## src/rtl/ram_share_arbiter.sv

```systemverilog
// Arbiter for the shared program/data RAM port: the CPU datapath owns it by default,
// and an external loader can take it over at an instruction boundary or after a timeout.
module ram_share_arbiter #(
  parameter int ADDR_W   = 4,
  parameter int DATA_W   = 8,
  parameter int WAIT_MAX = 64
) (
  input  logic              clock,
  input  logic              reset,
  input  logic              cpu_mar_in,
  input  logic              cpu_ram_in,
  input  logic              cpu_ram_out,
  input  logic [DATA_W-1:0] cpu_bus,
  input  logic              cpu_step0,
  input  logic              cpu_halted,
  output logic              cpu_hold,
  output logic [DATA_W-1:0] cpu_rdata,
  input  logic              ld_req,
  output logic              ld_grant,
  input  logic              ld_valid,
  input  logic              ld_we,
  input  logic [ADDR_W-1:0] ld_addr,
  input  logic [DATA_W-1:0] ld_wdata,
  output logic [DATA_W-1:0] ld_rdata,
  output logic              ld_rvalid,
  output logic [ADDR_W:0]   ld_count,
  output logic              forced,
  output logic [ADDR_W-1:0] ram_addr,
  output logic [DATA_W-1:0] ram_wdata,
  output logic              ram_we,
  input  logic [DATA_W-1:0] ram_rdata,
  output logic [1:0]        state_dbg
);

  localparam int CNT_W = $clog2(WAIT_MAX + 1);
  localparam logic [CNT_W-1:0] WAIT_LAST = CNT_W'(WAIT_MAX - 1);
  localparam logic [ADDR_W:0]  COUNT_MAX = (ADDR_W + 1)'(2 ** ADDR_W);

  typedef enum logic [1:0] {
    CPU_OWN  = 2'd0,
    WAIT_BND = 2'd1,
    LOAD_OWN = 2'd2,
    RELEASE  = 2'd3
  } state_t;

  state_t              state, next_state;
  logic [ADDR_W-1:0]   mar;
  logic [CNT_W-1:0]    wait_cnt;
  logic [DATA_W-1:0]   cpu_rdata_q;
  logic                grant_q;
  logic                hold_q;

  logic cpu_owns;
  logic boundary;
  logic timeout;
  logic ld_accept;
  logic ld_read;

  // Loader handshake: there is no ready. While ld_grant is high and ld_req is still
  // asserted, every cycle with ld_valid=1 is one accepted transfer; a read returns
  // its data with ld_rvalid exactly one cycle later.
  assign cpu_owns  = (state == CPU_OWN) || (state == WAIT_BND);
  assign boundary  = cpu_step0 || cpu_halted;
  assign timeout   = (wait_cnt == WAIT_LAST);
  assign ld_accept = (state == LOAD_OWN) && ld_req && ld_valid;
  assign ld_read   = ld_accept && !ld_we;

  always_comb begin
    next_state = state;
    case (state)
      CPU_OWN:  if (ld_req) next_state = WAIT_BND;
      WAIT_BND: begin
        if (!ld_req)                   next_state = CPU_OWN;
        else if (boundary || timeout)  next_state = LOAD_OWN;
      end
      LOAD_OWN: if (!ld_req) next_state = RELEASE;
      RELEASE:  next_state = CPU_OWN;
      default:  next_state = CPU_OWN;
    endcase
  end

  always_comb begin
    ram_addr  = mar;
    ram_wdata = cpu_bus;
    ram_we    = 1'b0;
    if (cpu_owns) begin
      ram_we = cpu_ram_in;
    end else if (state == LOAD_OWN) begin
      ram_addr  = ld_addr;
      ram_wdata = ld_wdata;
      ram_we    = ld_accept && ld_we;
    end
  end

  // Outside CPU ownership the CPU sees the last word it read, not the loader's traffic.
  assign cpu_rdata = cpu_owns ? ram_rdata : cpu_rdata_q;

  always_ff @(posedge clock) begin
    if (reset) begin
      state       <= CPU_OWN;
      mar         <= '0;
      wait_cnt    <= '0;
      cpu_rdata_q <= '0;
      grant_q     <= 1'b0;
      hold_q      <= 1'b0;
      forced      <= 1'b0;
      ld_count    <= '0;
      ld_rvalid   <= 1'b0;
      ld_rdata    <= '0;
    end else begin
      state   <= next_state;
      grant_q <= (next_state == LOAD_OWN);
      hold_q  <= (next_state == LOAD_OWN);

      if (cpu_owns && cpu_mar_in)  mar         <= cpu_bus[ADDR_W-1:0];
      if (cpu_owns && cpu_ram_out) cpu_rdata_q <= ram_rdata;

      if ((state == WAIT_BND) && (next_state == WAIT_BND)) wait_cnt <= wait_cnt + 1'b1;
      else                                                 wait_cnt <= '0;

      if ((state == WAIT_BND) && (next_state == LOAD_OWN)) begin
        forced   <= !boundary;
        ld_count <= '0;
      end else if (ld_accept && (ld_count != COUNT_MAX)) begin
        ld_count <= ld_count + 1'b1;
      end

      ld_rvalid <= ld_read;
      if (ld_read) ld_rdata <= ram_rdata;
    end
  end

  assign ld_grant  = grant_q;
  assign cpu_hold  = hold_q;
  assign state_dbg = state;

endmodule

```

## config.mk

```make
export PLATFORM = sky130hd
export DESIGN_NAME = ram_share_arbiter
export DESIGN_NICKNAME = d
export VERILOG_FILES = /design/src/rtl/ram_share_arbiter.sv
export SDC_FILE = /design/constraint.sdc
export NUM_CORES = 1
export LEC_CHECK = 0
export ABC_CLOCK_PERIOD_IN_PS = 1700
export BUFFER_PORTS_ARGS = -buffer_cell sky130_fd_sc_hd__clkbuf_2
export CAP_MARGIN = 30
export CORE_MARGIN = 2
export CORE_UTILIZATION = 47
export CTS_CLUSTER_SIZE = 14
export DETAILED_ROUTE_END_ITERATION = 10
export HOLD_SLACK_MARGIN = 0.12
export PLACE_DENSITY_LB_ADDON = 0.25
export SLEW_MARGIN = 20
export SYNTH_ARGS = -nofsm -noshare
export SYNTH_HDL_FRONTEND = slang
export SYNTH_SLANG_ARGS = --single-unit
export TNS_END_PERCENT = 1
```

## constraint.sdc

```tcl
create_clock -name clock -period 1.7 [get_ports clock]
set_input_delay 0.255 -clock clock [delete_from_list [all_inputs] [get_ports clock]]
set_output_delay 0.255 -clock clock [all_outputs]
set_load 0.01 [all_outputs]
```

==> results.md, run 1 <==
* Drt initial violations at 114
* Synth warn at 0
* Worst VDD drop at 0.466 mV
* Gpl congestion at 0.812
* Initial antenna violation count at 0
* GR Overflow Total at 0
* Hold-fix buffers, CTS at 0
* Core ar. at 0.00369 mm2
* DR vias/cell at 5.25
* Max Buffers Root-to-Sink at 2
* Max-cap violations at 0
* Worst Skew at 0.00463 ns
* FF/Latch Area at 743 um2
* Final Routed Wirelength at 4240 um
* Max Fclk at 601 MHz
* Mapped cell area at 0.00181 mm2
* Port buffer count at 77
* Share of cells above drive strength 1 at 44.6%
* Total power at 1.81 mW
* Layout Nets at 321
* Cts bufs inserted at 5
* First-pass GRT wire length at 7080 um
* Dpl cell area at 0.00226 mm2
* CTS Sinks at 37
* Skew-Pair Late Insertion Delay at 0.28 ns
* Fillers at 333
* Cell variety after synth at 42
* Worst Slack Setup Final at 0.0355 ns
* Util after Layout at 64.8%
* WS Path Type: flip-flop to primary output
* Inst Count DP at 320
* Post-Place Worst Slack at 0.200 ns
* Multi-input gate area at 993 um2
* Top Ports at 78
* Root Buffer: clkbuf_8
* Die W at 66.1 um
* Ant. Diodes at 0
* Final Instance Area at 0.00239 mm2
* Worst path required time at 1.44 ns
* Setup Total Neg Slack at 0 ns
* Seq/Total Area, Yosys at 40.9%
* Die area at 0.00436 mm2
* Final setup violating endpoints at 0
* CP endpoint kind: primary output
* Worst-margin pin slew at 0.516 ns
* Most frequent cells in the layout: 77 x clkbuf_2, 35 x dfxtp_1, 20 x mux2_2, 18 x nand2_1, 18 x a21oi_1
* Vias at 1722
* Finished Layout Cells at 328
* WHS at 0.221 ns
* Starting density of the core at 49.1%
* Leak pwr at 1.06 nW
* EDFF count, synth at 0
* Post-Syn Instances at 200
* Maximum number of pins on one net before global-route repair at 29
* CTS H-Tree Depth at 2
* Syn Nets at 241
* Worst Path Max Fanout at 7
* Routed Antenna Nets at 0
* FP Rows at 22
* Tcrit/Tclk final at 97.9%
* RSZ-0062 raised after global routing: yes
* Area Overhead vs Synth at 31.9%
* Slew margin rel. at 65.4%
* Pins Over Slew Limit at 0
* Most common cell after layout, fill and taps aside: clkbuf_2
* Crit path time final at 1.66 ns
* DRC Markers at 0
* Hpwl dp at 3140 um
* DR pass1 iterations at 4
* Data arrival, critical path at 1.41 ns
* Vias in the first global route at 1686
* Final hold viol count at 0
* All-Layer GR Usage at 21.0%
* Min-Delay Path Class: primary input to flip-flop
* CTS tree: done
* Crit start category: flip-flop
* Avg Cell Area, Syn at 9.05 um2
* DR WL/cell at 12.9 um
* Share of flip-flops with an asynchronous set or reset at 0%
* Status: complete, no violations
* PwrDens at 756 mW/mm2
* Die H at 66.1 um
* Synth Flop Type: dfxtp_1
* Flop and latch count out of synthesis at 37
* Clock transition at path regs at 0.07 ns
==> state kept, by name, indices dropped and copies added, names as in the netlist <==
register / count
mar: 4
state_dbg: 2
cpu_hold: 1
ld_rdata: 8
ld_rvalid: 1
forced: 1
wait_cnt: 7
ld_count: 5
cpu_rdata_q: 8
==> final cells by class <==
| class | instances | area share (%) |
|---|---|---|
| clock buffers | 6 | 3.46 |
| clock inverters | 1 | 0.314 |
| inverters | 7 | 1.10 |
| multi-input cells | 141 | 41.6 |
| flip-flops and latches | 37 | 31.1 |
| well taps | 48 | 2.51 |
| repair buffers | 88 | 19.9 |
==> synth_stat cells (2+ instances only) <==
master,n,area [um2]
a211oi_1,2,15.0
a21oi_1,18,90.1
a221oi_1,4,35.0
and4_1,2,17.5
buf_2,2,10.0
buf_4,3,22.5
clkbuf_1,9,33.8
dfxtp_1,37,741
ha_1,3,37.5
inv_1,6,22.5
mux2_2,20,225
mux2i_1,4,40.0
nand2_1,18,67.6
nand2b_1,3,18.8
nand3_1,14,70.1
nor2_1,10,37.5
nor2b_1,4,25.0
o21ai_0,14,70.1
or3_1,3,18.8
xor2_1,2,17.5
==> worst max-delay path, cell delays in order, from the launching register on <==
cell and delay, ns:
dfxtp_2 0.36, nor2b_4 0.15, buf_6 0.15, mux2_2 0.34, clkbuf_2 0.13
==> final timing paths <==
path / start / end / slack [ns] / cells after the start
worst max-delay path: state_dbg[0]$_SDFF_PP0_ / ram_wdata[0] / 0.04 / 4
worst min-delay path: ram_rdata[1] / cpu_rdata_q[1]$_SDFFE_PP0P_ / 0.22 / 3
worst min register to register: cpu_rdata_q[0]$_SDFFE_PP0P_ / cpu_rdata_q[0]$_SDFFE_PP0P_ / 0.45 / 2
worst max register to register: ld_count[0]$_SDFFE_PP0P_ / ld_count[2]$_SDFFE_PP0P_ / 0.14 / 5
==> power by group <==
group          internal (mW)  leakage [nW]  switching (mW)  total, mW
clock network          0.320        0.0433           0.298      0.618
logic                  0.142         0.712           0.140      0.282
registers              0.891         0.301          0.0149      0.906
==> kinds of logic after synthesis <==
family | after synthesis | synth area share (%)
muxes | 24 | 14.7
DFF | 37 | 40.9
adders and majority gates | 3 | 2.07
and+or+nand+nor | 65 | 20.3
AOI/OAI and AO/OA | 46 | 15.3
xor gates and xnor gates | 3 | 1.45
buffers and inverters | 22 | 5.32
==> routing by layer <==
layer | GRT usage, % | vias to the layer above | wire length [um]
met5 | 0 | - | 0
met4 | 9.44 | 0 | 47
met3 | 4.94 | 4 | 248
met2 | 35.6 | 61 | 2060
met1 | 25.2 | 775 | 1890
li1 | - | 882 | -
==> timing repair <==
item / in CTS / in global routing
setup endpoints to repair: 13 / 14
resized for setup: 7 / 2
cloned: 1 / 0
buffers inserted: 1 / 0
Power figures use the tool's default switching activity.
==> run 2, diff against run 1 <==
--- a/config.mk
+++ b/config.mk
@@ -9,11 +9,13 @@
 export BUFFER_PORTS_ARGS = -buffer_cell sky130_fd_sc_hd__clkbuf_2
 export CAP_MARGIN = 30
 export CORE_MARGIN = 2
-export CORE_UTILIZATION = 47
+export CORE_UTILIZATION = 49
+export CTS_BUF_LIST = sky130_fd_sc_hd__clkbuf_4 sky130_fd_sc_hd__clkbuf_8
 export CTS_CLUSTER_SIZE = 14
 export DETAILED_ROUTE_END_ITERATION = 10
 export HOLD_SLACK_MARGIN = 0.12
 export PLACE_DENSITY_LB_ADDON = 0.25
+export REMOVE_ABC_BUFFERS = 1
 export SLEW_MARGIN = 20
 export SYNTH_ARGS = -nofsm -noshare
 export SYNTH_HDL_FRONTEND = slang
==> results.md, run 2 (synthesis results as in run 1) <==
* Crit start category: flip-flop
* Final Routed Wirelength at 4240 um (-0.21%)
* Biggest regs: cpu_rdata_q: 8 flops, ld_rdata: 8 flops, wait_cnt: 7 flops
* Util after Layout at 67.0% (+2.3 points)
* Maximum number of pins on one net before global-route repair at 23 (-21%)
* WS Path Type: flip-flop to primary output
* Worst-margin pin slew at 0.474 ns (-0.0425 ns)
* Leak pwr at 1.06 nW (+0.77%)
* Die area at 0.00420 mm2 (-3.8%)
* Drt initial violations at 181 (+59%)
* Core ar. at 0.00361 mm2 (-2.2%)
* PwrDens at 818 mW/mm2 (+8.3%)
* Fillers at 317 (-4.8%)
* CP endpoint kind: primary output
* Ant. Diodes at 0 (unchanged)
* Max-cap violations at 0 (unchanged)
* GR Overflow Total at 0 (unchanged)
* Root Buffer: clkbuf_8
* CTS H-Tree Depth at 2 (unchanged)
* Slowest cell on crit path: dfxtp_2
* Pins Over Slew Limit at 0 (unchanged)
* Max Fclk at 594 MHz (-1.2%)
* FP Rows at 22 (unchanged)
* Port buffer count at 77 (unchanged)
* Most frequent cells in the layout: 77 x clkbuf_2, 35 x dfxtp_1, 20 x mux2_2, 18 x nand2_1, 18 x a21oi_1
* Routed Antenna Nets at 0 (unchanged)
* Slowest cell delay on critical path at 0.36 ns (about the same)
* Area Overhead vs Synth at 33.5%
* First-pass GRT wire length at 6820 um (-3.6%)
* Hold-fix buffers, CTS at 0 (unchanged)
* DR WL/cell at 12.8 um (-0.82%)
* Final setup violating endpoints at 0 (unchanged)
* DRC Markers at 0 (unchanged)
* DR vias/cell at 5.33 (+1.5%)
* Status: complete, no violations
* Register-to-Register Path Depth at 5 (unchanged)
* Worst VDD drop at 0.676 mV (+45%)
* Most common cell after layout, fill and taps aside: clkbuf_2
* CTS tree: done
* Share of cells above drive strength 1 at 44.3% (-0.32 points)
* Post-Place Worst Slack at 0.123 ns (-0.0766 ns)
* Data arrival, critical path at 1.43 ns (+0.02 ns)
* Worst hold path stage count at 3 (unchanged)
* Worst Slack Setup Final at 0.0152 ns (-0.0203 ns)
* Worst Skew at 0.00611 ns (+0.00147 ns)
* Worst path required time at 1.44 ns (about the same)
* Layout Nets at 322 (+0.31%)
* Vias at 1758 (+2.1%)
* Vias in the first global route at 1566 (-7.1%)
* Inst Count DP at 319 (-0.31%)
* Tcrit/Tclk final at 99.1% (+1.2 points)
* Starting density of the core at 50.2% (+1.1 points)
* RSZ-0062 raised after global routing: yes
* Gpl congestion at 0.765 (-5.8%)
* Skew-Pair Late Insertion Delay at 0.28 ns (about the same)
* Max Buffers Root-to-Sink at 2 (unchanged)
* Crit path time final at 1.68 ns (+0.0203 ns)
* CTS Sinks at 37 (unchanged)
* Final hold viol count at 0 (unchanged)
* Die W at 64.8 um (-1.9%)
* All-Layer GR Usage at 20.6% (-0.42 points)
* Worst Path Max Fanout at 7 (unchanged)
* Slew margin rel. at 68.3% (+2.8 points)
* Top Ports at 78 (unchanged)
* DR pass1 iterations at 4 (unchanged)
* Setup Total Neg Slack at 0 ns (unchanged)
* CP cell instances: nor2b_4, buf_6, mux2_2, clkbuf_2
* Clock transition at path regs at 0.07 ns (about the same)
* Cts bufs inserted at 5 (unchanged)
* Hpwl dp at 3140 um (about the same)
* Min-Delay Path Class: primary input to flip-flop
* Initial antenna violation count at 0 (unchanged)
* Finished Layout Cells at 330 (+0.61%)
* Die H at 64.8 um (-1.9%)
==> run 2: per-stage QoR <==
stage / hold WS, ns / total power [mW] / cell area [um2]
after floorplan: 0.321 / 1.06 / 1740
after global placement: 0.433 / 1.19 / 2250
after detailed placement: 0.443 / 1.20 / 2250
after CTS: 0.223 / 1.99 / 2390
after global routing: 0.233 / 2.06 / 2420
final: 0.225 / 1.98 / 2420
==> run 2: path summary, 6_finish.rpt <==
path                                      end  slack (ns)                        start
setup / recovery                 ram_wdata[5]        0.02      state_dbg[1]$_SDFF_PP0_
hold / removal            mar[2]$_SDFFE_PP0P_        0.23                   cpu_bus[2]
setup reg to reg     ld_count[2]$_SDFFE_PP0P_        0.11      state_dbg[1]$_SDFF_PP0_
hold reg to reg   cpu_rdata_q[0]$_SDFFE_PP0P_        0.45  cpu_rdata_q[0]$_SDFFE_PP0P_
==> run 2: critical path: cells and delay by family (launching register included) <==
| family | cells | cell delay, ns |
|---|---|---|
| mux | 1 | 0.34 |
| simple gates | 1 | 0.17 |
| flops | 1 | 0.36 |
| buf+inv | 2 | 0.27 |
==> run 2: layout make-up <==
| class | count | area (um2) | area share (%) |
|---|---|---|---|
| Tap cell | 48 | 60.1 | 2.48 |
| Clock inverter | 1 | 30.0 | 1.24 |
| Inverter | 7 | 26.3 | 1.09 |
| Sequential cell | 37 | 743 | 30.7 |
| Timing Repair Buffer | 89 | 487 | 20.1 |
| Multi-Input combinational cell | 141 | 981 | 40.6 |
| Clock buffer | 7 | 90.1 | 3.73 |
==> run 2: repair_timing <==
action                     CTS  global route
setup endpoints to repair   13            13
pin swaps                    0             1
gates cloned                 1             0
buffers inserted             0             2
gates resized for setup      6             2
==> run 2: routing by layer <==
| metal | GRT usage, % | routed length (um) |
|---|---|---|
| met4 | 5.59 | 43 |
| met3 | 4.86 | 293 |
| met2 | 35.7 | 2090 |
| met5 | 0 | 0 |
| met1 | 25.5 | 1810 |
==> run 2: power breakdown <==
| group | leakage [nW] | switching (mW) | internal (mW) | total [mW] |
|---|---|---|---|---|
| Combinational | 0.701 | 0.139 | 0.139 | 0.278 |
| Clock | 0.0619 | 0.301 | 0.494 | 0.795 |
| Sequential | 0.301 | 0.0149 | 0.891 | 0.906 |
| Total | 1.06 | 0.454 | 1.52 | 1.98 |
